`src/rtl/bcd_digit_writer_if.sv`:
```
// rtl/bcd_digit_writer_if.sv - request and digit-write port bundle for bcd_digit_writer
interface bcd_digit_writer_if #(
  parameter int VAL_W = 27
);
  logic             start;
  logic [VAL_W-1:0] value;
  logic             busy;
  logic             done;
  logic             ovf;
  logic             wr_en;
  logic [2:0]       wr_sel;
  logic [3:0]       wr_num;

  modport master (
    output start, value,
    input  busy, done, ovf, wr_en, wr_sel, wr_num
  );

  modport slave (
    input  start, value,
    output busy, done, ovf, wr_en, wr_sel, wr_num
  );
endinterface

```
`src/rtl/bcd_digit_writer.sv`:
```
// rtl/bcd_digit_writer.sv - binary to 8-digit BCD (double-dabble) with sequential digit writes
module bcd_digit_writer #(
  parameter int VAL_W = 27
) (
  input  logic                clk,
  input  logic                reset,
  bcd_digit_writer_if.slave   bus
);

  typedef enum logic [1:0] {IDLE, CONV, WRITE, DONE} state_e;

  localparam logic [4:0]  LAST_ITER = 5'(VAL_W - 1);
  localparam logic [31:0] MAX_DISP  = 32'd99_999_999;

  state_e           state_q;
  logic [VAL_W-1:0] shift_q;
  logic [31:0]      bcd_q;
  logic [4:0]       iter_q;
  logic [2:0]       idx_q;
  logic             busy_q;
  logic             done_q;
  logic             ovf_q;
  logic             wr_en_q;
  logic [2:0]       wr_sel_q;
  logic [3:0]       wr_num_q;

  logic [31:0]         bcd_adj;
  logic [32+VAL_W-1:0] cat_d;
  logic [31:0]         bcd_d;
  logic [VAL_W-1:0]    shift_d;
  logic [2:0]          idx_d;
  logic [3:0]          num_d;

  // One double-dabble iteration: add-3 on every nibble >= 5, then shift {bcd, shift} left.
  always_comb begin
    bcd_adj = bcd_q;
    for (int i = 0; i < 8; i++) begin
      if (bcd_q[4*i +: 4] >= 4'd5) begin
        bcd_adj[4*i +: 4] = bcd_q[4*i +: 4] + 4'd3;
      end
    end
    cat_d   = {bcd_adj, shift_q} << 1;
    bcd_d   = cat_d[VAL_W +: 32];
    shift_d = cat_d[VAL_W-1:0];
    idx_d   = idx_q + 3'd1;
    num_d   = bcd_q[{idx_d, 2'b00} +: 4];
  end

  always_ff @(posedge clk or posedge reset) begin
    if (reset) begin
      state_q  <= IDLE;
      shift_q  <= '0;
      bcd_q    <= '0;
      iter_q   <= '0;
      idx_q    <= '0;
      busy_q   <= 1'b0;
      done_q   <= 1'b0;
      ovf_q    <= 1'b0;
      wr_en_q  <= 1'b0;
      wr_sel_q <= '0;
      wr_num_q <= '0;
    end else begin
      case (state_q)
        IDLE: begin
          if (bus.start) begin
            shift_q <= bus.value;
            bcd_q   <= '0;
            iter_q  <= '0;
            ovf_q   <= 32'(bus.value) > MAX_DISP;
            busy_q  <= 1'b1;
            state_q <= CONV;
          end
        end
        CONV: begin
          bcd_q   <= bcd_d;
          shift_q <= shift_d;
          iter_q  <= iter_q + 5'd1;
          if (iter_q == LAST_ITER) begin
            // Present digit 0 straight from the final iteration's result.
            idx_q    <= '0;
            wr_en_q  <= 1'b1;
            wr_sel_q <= '0;
            wr_num_q <= ovf_q ? 4'hF : bcd_d[3:0];
            state_q  <= WRITE;
          end
        end
        WRITE: begin
          if (idx_q == 3'd7) begin
            wr_en_q  <= 1'b0;
            wr_sel_q <= '0;
            wr_num_q <= '0;
            done_q   <= 1'b1;
            state_q  <= DONE;
          end else begin
            idx_q    <= idx_d;
            wr_sel_q <= idx_d;
            wr_num_q <= ovf_q ? 4'hF : num_d;
          end
        end
        DONE: begin
          done_q  <= 1'b0;
          busy_q  <= 1'b0;
          state_q <= IDLE;
        end
        default: state_q <= IDLE;
      endcase
    end
  end

  assign bus.busy   = busy_q;
  assign bus.done   = done_q;
  assign bus.ovf    = ovf_q;
  assign bus.wr_en  = wr_en_q;
  assign bus.wr_sel = wr_sel_q;
  assign bus.wr_num = wr_num_q;

endmodule

```
`src/flat_wrapper.sv`:
```
// flat-port wrapper written by rule: the top's interface ports become plain ports
module bcd_digit_writer_flat 
#(
  parameter int VAL_W = 27
)
  (clk, reset, bus_start, bus_value, bus_busy, bus_done, bus_ovf, bus_wr_en, bus_wr_sel, bus_wr_num);
  bcd_digit_writer_if #(.VAL_W(VAL_W)) bus_i ();
  input  logic clk;
  input  logic reset;
  input wire logic [$bits(bus_i.start)-1:0] bus_start;
  input wire logic [$bits(bus_i.value)-1:0] bus_value;
  output wire logic [$bits(bus_i.busy)-1:0] bus_busy;
  output wire logic [$bits(bus_i.done)-1:0] bus_done;
  output wire logic [$bits(bus_i.ovf)-1:0] bus_ovf;
  output wire logic [$bits(bus_i.wr_en)-1:0] bus_wr_en;
  output wire logic [$bits(bus_i.wr_sel)-1:0] bus_wr_sel;
  output wire logic [$bits(bus_i.wr_num)-1:0] bus_wr_num;
  assign bus_i.start = bus_start;
  assign bus_i.value = bus_value;
  assign bus_busy = bus_i.busy;
  assign bus_done = bus_i.done;
  assign bus_ovf = bus_i.ovf;
  assign bus_wr_en = bus_i.wr_en;
  assign bus_wr_sel = bus_i.wr_sel;
  assign bus_wr_num = bus_i.wr_num;
  bcd_digit_writer #(.VAL_W(VAL_W)) u_core (.clk(clk), .reset(reset), .bus(bus_i));
endmodule
```
`config.mk`:
```
export PLATFORM = sky130hd
export DESIGN_NAME = bcd_digit_writer_flat
export DESIGN_NICKNAME = d
export VERILOG_FILES = /design/src/rtl/bcd_digit_writer_if.sv /design/src/rtl/bcd_digit_writer.sv /design/src/flat_wrapper.sv
export SDC_FILE = /design/constraint.sdc
export NUM_CORES = 1
export LEC_CHECK = 0
export CORE_MARGIN = 2
export CORE_UTILIZATION = 50
export DETAILED_ROUTE_END_ITERATION = 8
export PLACE_DENSITY = 0.74
export SYNTH_ARGS = -nofsm -noshare
export SYNTH_HDL_FRONTEND = slang
export SYNTH_SLANG_ARGS = --single-unit
```
`constraint.sdc`:
```
create_clock -name clk -period 2.3 [get_ports clk]
set_input_delay 0.23 -clock clk [delete_from_list [all_inputs] [get_ports clk]]
set_output_delay 0.23 -clock clk [all_outputs]
set_load 0.05 [all_outputs]
```
==> summary.txt <==
Timing
  • Final hold violations: 0
  • Final slew viol count: 0
  • RSZ-0062 raised after global routing: false
  • WHS: 0.237 ns
  • Setup TNS: 0 ns
  • Final worst path period share: slightly above 90%
  • Endpoints failing setup: 0
  • Worst relative slew slack: 53.6%
  • Layout Skew: around 0.0094 ns
  • Post-layout minimum cycle time: 2.14 ns
  • F_max: ~0.47 GHz
  • Worst-Margin Slew: slightly below 0.7 ns

Setup path
  • Crit path launch type: register
  • Setup crit end kind: register
  • Critical Path AT: between 2 and 2.5 ns
  • CP required: 2.49 ns
  • Worst Path Max Fanout: 7
  • Crit path kind: register to register

Clock tree
  • Clock root cell: clkbuf_8
  • Clock tree buffer depth: 2
  • CTS buffer count: 9
  • Worst skew pair latency: between 0.3 and 0.4 ns
  • H-Tree Depth: 3
  • Setup Fix Bufs, Post-CTS: 0
  • Clk sinks: 80
  • CTS clk-pin slew, worst paths: around 0.080 ns
  • CTS tree: done

Synthesis
  • Syn Nets: a little under 500
  • Post-Synth Adder-Cell Area: under 10%
  • Post-synthesis sequential area ratio: a little under half
  • Synth unique cells: between 40 and 50
  • Avg Inst Size Synth: approximately 10 sq um
  • Register bit count reported by yosys: 80
  • Main combinational cell family by area after synthesis: compound AO/OA/AOI/OAI gates
  • Yosys warning count: 0
  • Cell Area, Synth: approximately 4400 sq um
  • Post-synthesis compound-gate area fraction: about 17%
  • Primary FF master, synth: dfrtp_1
  • Synth Area in XOR/XNOR: 3.19%
  • Post-synth EDFFs: 0
  • Cells after Synth: 431
  • Multiplexer share of the synthesized area: approximately an eighth
  • Post-synthesis simple-gate area fraction: between 10% and 20%
  • Ys async rst share: 100%

Detailed routing
  • Drt first pass iters: 4
  • Final ANT Viol Nets: 0
  • Final wirelength: 9600 um
  • Via density: 5.84
  • Post-route DRC: 0
  • Via count: 3415
  • DRT iter0 DRCs: roughly 160
  • Wire per inst: around 16 um

Global route
  • First-pass GRT wire length: between 15000 and 20000 um
  • Largest net degree at the start of global routing: 42
  • Gr ovfl total: 0
  • Vias in the first global route: 3357
  • Tot GR Track Use: 21.2%
  • Initial antenna violation count: 0

Worst hold path
  • Hold Path Class: input pin to async pin

Power and ir drop
  • P_leak: 2.27 nW
  • Total power: ~0.0064 W
  • Power Dens Cells: 1220 nW/um^2
  • Max rail drop VDD: 575 uV

Run status
  • Status: finished, final reports clean

Floorplan
  • Die area: 9560 sq um
  • Die W: 97.8 um
  • Core region area: roughly 8600 sq um
  • Cell Rows: 34
  • Ports: 41
  • Starting Density: roughly half
  • Die Span Y: about 98 um

Layout
  • Area grow syn2layout: 19.0%
  • Number of fill cells: ~720
  • Multi-input logic area: between 2000 and 2500 sq um
  • Layout cells sized above 1: around 8%
  • Final Util: between 60 and 70%
  • NumNets Final: ~530
  • N_diodes: 0
  • Commonest non-fill, non-tap cell in the layout: dfrtp_1
  • FF/Latch Area: approximately 2000 sq um
  • Most frequent cells in the layout: 80 x dfrtp_1, 57 x nand2_1, 52 x o21ai_0

Flow run
  • Max Cap Viol: 0

Placement
  • GPL Wtd Cong: approximately 0.84
  • Final HPWL from detailed placement: a little under 7000 um
  • Port bufs: 40
[power breakdown]
| group | internal, W | switching, W | total [W] | leakage, nW |
|---|---|---|---|---|
| registers | 0.00184 | 0.000325 | 0.00216 | 1.05 |
| clock network | 0.000861 | 0.000508 | 0.00137 | 0.130 |
| logic | 0.00113 | 0.00172 | 0.00285 | 1.10 |
[layer usage]
| metal | track usage [%] | vias to the layer above | wire length, um |
|---|---|---|---|
| li1 | - | 1625 | - |
| met3 | 2.72 | 16 | 382 |
| met5 | 0 | - | 0 |
| met4 | 9.40 | 0 | 194 |
| met2 | 34.0 | 81 | 4750 |
| met1 | 29.1 | 1693 | 4270 |
[kinds of logic after synthesis]
logic type	after synthesis
simple gates	103
mux	43
xor+xnor	16
flops	80
fa+ha+maj	25
compound gates	120
buf+inv	44
[state kept, by name, summed over array words and instances (netlist names), 2 cells and up]
signal,count
u_core.state_q,2
u_core.shift_q,27
u_core.idx_q,3
u_core.bcd_q,32
u_core.bus.wr_sel,3
u_core.bus.wr_num,4
u_core.iter_q,5
[area by class of cell]
type,count,area share [%]
repair buffers,51,10.0
well taps,108,2.58
clock inverters,5,2.44
multi-input cells,307,42.4
flip-flops and latches,80,38.2
clock buffers,11,2.70
inverters,23,1.65
[worst max-delay path, cell delays in order, from the launching register on]
cell and delay [ns]:
dfrtp_1 0.39, ha_2 0.44, mux4_1 0.58, mux2_2 0.28, o21ai_0 0.14, o311ai_0 0.16
[metrics by stage]
step / cells / cell area (sq um) / setup WS, ns
finish: 585 / 5240 / 0.162
global route: 585 / 5240 / 0.0564
CTS: 585 / 5220 / 0.0441
detailed placement: 569 / 4950 / 0.0912
global placement: 569 / 4950 / 0.202
floorplan: 431 / 4400 / 0.0183
[synthesized netlist by cell type, drive strengths merged, types with 2 or more instances]
master  instances  share of area, %
o21ai          55               6.3
inv            22               1.9
xor2            8               1.6
buf             9               1.5
mux2i          32               7.3
o311ai          2              0.40
and4b           2              0.46
nor3b           3              0.51
xnor2           8               1.6
nand4           3              0.43
ha             25               7.1
clkbuf         12               1.0
mux4            7               4.0
nand2b         11               1.6
a32o            9               2.0
mux2            4               1.0
a22o            3              0.63
a21oi          20               2.3
o32ai           5               1.0
nand3           2              0.23
nor2           21               1.8
o22ai           9               1.3
dfrtp          80                46
nand2          57               4.9
o31ai           9               1.5
[timing repair]
| action | in CTS | in global routing |
|---|---|---|
| endpoints found under the hold margin | 0 | 0 |
| hold buffers | 0 | 0 |
| gates resized for setup | 0 | 4 |
| endpoints found under the setup margin | 0 | 10 |
[path summary, 6_finish.rpt]
| kind | slack [ns] | to | start | cells after the start |
|---|---|---|---|---|
| min in group clk | 0.48 | u_core.bus.wr_sel[1] | u_core.bus.wr_sel[1] | 2 |
| max in group asynchronous | 1.51 | u_core.bcd_q[18] | reset | 3 |
| worst min register to register | 0.48 | u_core.bus.wr_sel[1] | u_core.bus.wr_sel[1] | 2 |
| worst min-delay path | 0.24 | u_core.shift_q[22] | reset | 2 |
| worst max-delay path | 0.16 | u_core.bus.wr_num[0] | u_core.idx_q[1] | 5 |
| worst max register to register | 0.16 | u_core.bus.wr_num[0] | u_core.idx_q[1] | 5 |
No activity file was read; power rests on OpenSTA's default activity.
